`src/rtl/exec_mem_stage_pkg.sv`:
```
`default_nettype none
// ============================================================================
//  Module      : exec_mem_stage_pkg
//  Description : Shared definitions for the execute/memory stage and the CU:
//                default datapath widths and ALU opcode encodings.
//  Revision    : 1.0 - initial release
// ============================================================================
package exec_mem_stage_pkg;

    // Default widths shared with the control unit
    localparam int DEF_DATA_WIDTH = 8;
    localparam int DEF_ADDR_BITS  = 5;

    // ALU function codes
    localparam logic [3:0] OP_ADD  = 4'd0;
    localparam logic [3:0] OP_SUB  = 4'd1;
    localparam logic [3:0] OP_AND  = 4'd2;
    localparam logic [3:0] OP_OR   = 4'd3;
    localparam logic [3:0] OP_XOR  = 4'd4;
    localparam logic [3:0] OP_NOT  = 4'd5;
    localparam logic [3:0] OP_SHL  = 4'd6;
    localparam logic [3:0] OP_SHR  = 4'd7;
    localparam logic [3:0] OP_SLT  = 4'd8;
    localparam logic [3:0] OP_PASS = 4'd9;
    localparam logic [3:0] OP_IDLE = 4'b1111;

endpackage : exec_mem_stage_pkg
`default_nettype wire

```
`src/rtl/exec_mem_stage_alu_core.sv`:
```
`default_nettype none
// ============================================================================
//  Module      : alu_core
//  Description : Purely combinational ALU. Produces the function result and
//                the carry/borrow bit; registering is done by the parent.
//  Revision    : 1.0 - initial release
// ============================================================================
module alu_core
    import exec_mem_stage_pkg::*;
#(
    parameter int DATA_WIDTH = DEF_DATA_WIDTH
) (
    input  logic [DATA_WIDTH-1:0] op1,
    input  logic [DATA_WIDTH-1:0] op2,
    input  logic [3:0]            opcode,
    output logic [DATA_WIDTH-1:0] result,
    output logic                  carry
);

    logic [DATA_WIDTH:0] w_sum;
    logic [DATA_WIDTH:0] w_diff;
    logic [2:0]          w_shamt;

    // Extended add/subtract so the top bit carries the carry or borrow
    assign w_sum   = {1'b0, op1} + {1'b0, op2};
    assign w_diff  = {1'b0, op1} - {1'b0, op2};
    assign w_shamt = op2[2:0];

    // Function select; codes 10-14 and idle produce zero with carry cleared
    always_comb begin
        result = '0;
        carry  = 1'b0;
        case (opcode)
            OP_ADD: begin
                result = w_sum[DATA_WIDTH-1:0];
                carry  = w_sum[DATA_WIDTH];
            end
            OP_SUB: begin
                result = w_diff[DATA_WIDTH-1:0];
                carry  = w_diff[DATA_WIDTH];
            end
            OP_AND:  result = op1 & op2;
            OP_OR:   result = op1 | op2;
            OP_XOR:  result = op1 ^ op2;
            OP_NOT:  result = ~op1;
            OP_SHL:  result = op1 << w_shamt;
            OP_SHR:  result = op1 >> w_shamt;
            OP_SLT:  result = {{(DATA_WIDTH-1){1'b0}}, (op1 < op2)};
            OP_PASS: result = op1;
            default: result = '0;
        endcase
    end

endmodule : alu_core
`default_nettype wire

```
`src/rtl/exec_mem_stage.sv`:
```
`default_nettype none
// ============================================================================
//  Module      : exec_mem_stage
//  Description : Execute/memory datapath behind the control unit. Registered
//                ALU with flags, address adder, and a small data memory with
//                synchronous read-before-write behaviour.
//  Revision    : 1.0 - initial release
// ============================================================================
module exec_mem_stage
    import exec_mem_stage_pkg::*;
#(
    parameter int DATA_WIDTH = DEF_DATA_WIDTH,
    parameter int ADDR_BITS  = DEF_ADDR_BITS,
    parameter int MEM_DEPTH  = 32
) (
    input  logic                  clk,
    input  logic                  rst,
    input  logic [DATA_WIDTH-1:0] operand1,
    input  logic [DATA_WIDTH-1:0] operand2,
    input  logic [DATA_WIDTH-1:0] offset,
    input  logic [3:0]            opcode,
    input  logic                  sel1,
    input  logic                  sel3,
    input  logic                  w_r,
    output logic [DATA_WIDTH-1:0] result2,
    output logic                  zero_flag,
    output logic                  carry_flag,
    output logic [ADDR_BITS-1:0]  mem_addr
);

    logic [DATA_WIDTH-1:0] w_ea_full;
    logic [DATA_WIDTH-1:0] w_alu_result;
    logic                  w_alu_carry;

    logic [DATA_WIDTH-1:0] r_alu;
    logic [DATA_WIDTH-1:0] r_rdata;
    logic                  r_zero;
    logic                  r_carry;
    logic [DATA_WIDTH-1:0] r_mem [MEM_DEPTH];

    // Effective address wraps modulo the memory depth
    assign w_ea_full = sel3 ? (operand1 + offset) : operand1;
    assign mem_addr  = ADDR_BITS'(w_ea_full % MEM_DEPTH);

    alu_core #(
        .DATA_WIDTH (DATA_WIDTH)
    ) u_alu_core (
        .op1    (operand1),
        .op2    (operand2),
        .opcode (opcode),
        .result (w_alu_result),
        .carry  (w_alu_carry)
    );

    // ALU result and flags capture; idle opcode holds all three
    always_ff @(posedge clk or negedge rst) begin
        if (!rst) begin
            r_alu   <= '0;
            r_zero  <= 1'b1;
            r_carry <= 1'b0;
        end else if (opcode != OP_IDLE) begin
            r_alu   <= w_alu_result;
            r_zero  <= (w_alu_result == '0);
            r_carry <= w_alu_carry;
        end
    end

    // Data memory array; reset preloads each word with its own index
    always_ff @(posedge clk or negedge rst) begin
        if (!rst) begin
            for (int i = 0; i < MEM_DEPTH; i++) begin
                r_mem[i] <= DATA_WIDTH'(i);
            end
        end else if (w_r) begin
            r_mem[mem_addr] <= operand2;
        end
    end

    // Synchronous read every edge; sees the pre-write contents on a collision
    always_ff @(posedge clk or negedge rst) begin
        if (!rst) begin
            r_rdata <= '0;
        end else begin
            r_rdata <= r_mem[mem_addr];
        end
    end

    // Write-back mux draws only on registered values
    assign result2    = sel1 ? r_alu : r_rdata;
    assign zero_flag  = r_zero;
    assign carry_flag = r_carry;

endmodule : exec_mem_stage
`default_nettype wire

```
`config.mk`:
```
export PLATFORM = sky130hd
export DESIGN_NAME = exec_mem_stage
export DESIGN_NICKNAME = d
export VERILOG_FILES = /design/src/rtl/exec_mem_stage_pkg.sv /design/src/rtl/exec_mem_stage_alu_core.sv /design/src/rtl/exec_mem_stage.sv
export SDC_FILE = /design/constraint.sdc
export NUM_CORES = 1
export LEC_CHECK = 0
export ABC_AREA = 0
export BUFFER_PORTS_ARGS = -buffer_cell sky130_fd_sc_hd__clkbuf_2
export CORE_AREA = 5 5 198 200
export CTS_CLUSTER_DIAMETER = 150
export DETAILED_ROUTE_END_ITERATION = 8
export DIE_AREA = 0 0 203 205
export SLEW_MARGIN = 30
export SYNTH_ARGS = -nofsm -noshare
export SYNTH_HDL_FRONTEND = slang
export SYNTH_SLANG_ARGS = --single-unit
```
`constraint.sdc`:
```
create_clock -name clk -period 4.75 [get_ports clk]
set_input_delay 0.475 -clock clk [delete_from_list [all_inputs] [get_ports clk]]
set_output_delay 0.475 -clock clk [all_outputs]
set_load 0.01 [all_outputs]
```
==> impl_metrics.yaml <==
floorplanning:
  die_h_um: 205
  die_area_um2: 41600
  rows: 71
  pin_count: 48
  core-area_um2: 37200
  start_util_pct: 39.5
  die_w_um: 203
synth:
  synth_top_cell_by_area: "dfrtp_1"
  synth.top_cells.by_area: "dfrtp_1, mux2_2, dfstp_2"
  ys_warn_count: 0
  ys_seq_area_share_pct: 47.3
  synth_edf_count: 0
  syn_avg_cell_area_um2: 13.7
  syn_nets: 1135
  synthCells: 1070
  synth_top_area_share_pct: 32.8
  synth.distinct_cells: 74
  syn-cell-area_um2: 14700
  ys_async_sr_fraction_pct: 100
  synth_ff_type: "dfrtp_1"
  synth_seq_cells: 274
  yosys-top-cells-count: "mux2_2, dfrtp_1, dfstp_2"
  synth.most_common_cell: "mux2_2"
drt:
  vias: 9110
  routedWlPerCell_um: 22.7
  ant_nets: 0
  drt_pass1_iterations: 8
  first_iter_violations: 665
  vias_per_cell: 5.72
  drc_errors: 0
  totalWireLength_um: 36100
power:
  p_per_area_nw_per_um2: 492
  p_int_uw: 5870
  seq_power_share_pct: 46.8
  pwr-share-clk_pct: 28.1
  total_power_uw: 8060
  swShare_pct: 27.1
  power.switching_uw: 2180
  peakVddDrop_mv: 0.239
  p_leak_uw: 0.00699
  p_comb_share_pct: 25.1
worst_setup_path:
  arrival_ns: 3.83
  endpoint_kind: "flop"
  cp_max_fo: 31
  r2r_setup_slack_ns: 2.99
  worst-setup-path-type: "in2reg"
  r2r_cells: 3
  r2r_start: "r_mem[223]"
  cp-start-kind: "input pin"
  cp.required_ns: 5.24
  r2r-end: "r_rdata[7]"
job:
  maxCapViolCount: 0
global_routing:
  grt_pass1_wl_um: 57600
  grt_max_degree: 126
  antenna_found_initial: 1
  overflow: 0
  grt_use_total_pct: 17.5
  grt_pass1_vias: 9447
layout:
  areaGrowthSynthToFinish_pct: 11.3
  antenna_cells: 0
  fillers: 3326
  seqCellArea_um2: 6960
  layout-drive-gt1-share_pct: 51.0
  fin_nets: 1159
  multi_input_area_um2: 7320
sta:
  tns_ns: 0
  finalHoldViolations: 0
  setup_violations: 0
  finalWorstSetupSlack_ns: 1.41
  max_slew.worst_pin.slew_ns: 0.905
  timing.slew.headroom_pct: 39.6
  fmax_ghz: 0.299
  rsz0062_at_grt: "false"
  timing.final.crit_share_pct: 70.3
  fin_crit_ns: 3.34
  skew_ns: 0.0210
  drv_slew: 0
  whs_ns: 0.244
placed_design:
  port_buffers: 44
  gp_congestion: 0.880
  dpl_worst_slack_ns: 0.847
  dp_hpwl_um: 23900
clock_tree:
  clock_latency_ns: 0.57
  cts-root-buf: "clkbuf_16"
  cts.path.max_buffers: 3
  clock-sinks: 274
  numCtsBuffers: 31
  cts_max_level: 1
  path_clk_slew_ns: 0.06
  cts_tree: "yes"
min_path:
  whs_endpoint: "r_mem[3]"
  whs_path_depth: 3
  hp-start: "operand2[3]"
  hold_path_class: "in2reg"
status:
  outcome: "complete, no violations"
## layout make-up
class                      instances  area share [%]
clock inverter                     6           0.336
tap                              474            3.62
clock buffer                      52            5.65
inverter                          29           0.665
timing repair buffer              62            2.52
multi-input combinational        696            44.7
sequential                       274            42.5
## how the worst max path moves through the flow
stage / start / cells past startpoint / slack, ns / to
floorplan: offset[0] / 12 / 1.67 / r_mem[177]
global placement: operand2[1] / 10 / 0.91 / zero_flag
detailed placement: operand2[1] / 10 / 0.85 / zero_flag
CTS: operand2[1] / 10 / 1.45 / zero_flag
global route: operand2[1] / 10 / 1.16 / zero_flag
finish: operand2[1] / 10 / 1.41 / zero_flag
## placed cells by master, fill, tap and decap left out, drive strengths merged, types with 6 or more instances in the layout
cell type / n
nand2: 30
o21ai: 18
mux4: 71
nor2b: 6
nand4: 11
o22ai: 6
ha: 29
a21o: 8
buf: 18
inv: 30
a22oi: 36
or3: 6
mux2: 262
nor3: 6
nand2b: 13
mux2i: 17
a21oi: 24
dfrtp: 193
nor2: 60
clkbuf: 95
dfstp: 81
nand3: 16
## flip-flops by register name, indices dropped and copies added (netlist names)
signal      cells
r_mem         256
carry_flag      1
r_alu           8
r_rdata         8
zero_flag       1
## per-stage QoR
step                area (µm²)  util (%)  instances
CTS                      16300      43.9       1591
floorplan                14700         -       1070
global route             16400      44.0       1593
global placement         15400      41.3       1533
detailed placement       15400      41.3       1533
finish                   16400      44.0       1593
## per-layer routing
layer | track usage [%] | share of wire [%] | up-vias | routed length (µm)
li1 | - | - | 4063 | -
met4 | 5.14 | 3.1 | 0 | 1120
met1 | 25.6 | 46 | 4728 | 16500
met5 | 0 | 0 | - | 0
met3 | 2.34 | 4.7 | 72 | 1690
met2 | 27.4 | 46 | 247 | 16800
## cell families after synthesis
group / share of synthesized area, %
muxes: 32.3
DFF: 47.3
and+or+nand+nor: 7.49
AOI/OAI and AO/OA: 6.63
buffers and inverters: 3.02
adders and majority gates: 2.87
xor gates and xnor gates: 0.408
## power groups by stage
stage	clock (µW)	sequential [µW]	combinational, µW
after floorplan	0	3660	1580
after global placement	0	3760	1980
after detailed placement	0	3800	2020
after CTS	2320	3770	2030
after global routing	2420	3880	2190
final	2270	3770	2020
## critical path, stage by stage
cell and delay, ns:
clkbuf_2 0.65, clkinv_1 0.64, ha_1 0.53, o21ba_2 0.24, o221ai_1 0.22, o22ai_1 0.17, o21ai_0 0.21, nand3_1 0.18
nor4_1 0.32, a32o_1 0.21
## timing repair
action	in CTS	in global routing
hold buffers	0	1
buffers inserted	0	0
endpoints found under the hold margin	0	27
gates resized for setup	0	0
No activity file was read; power rests on OpenSTA's default activity.
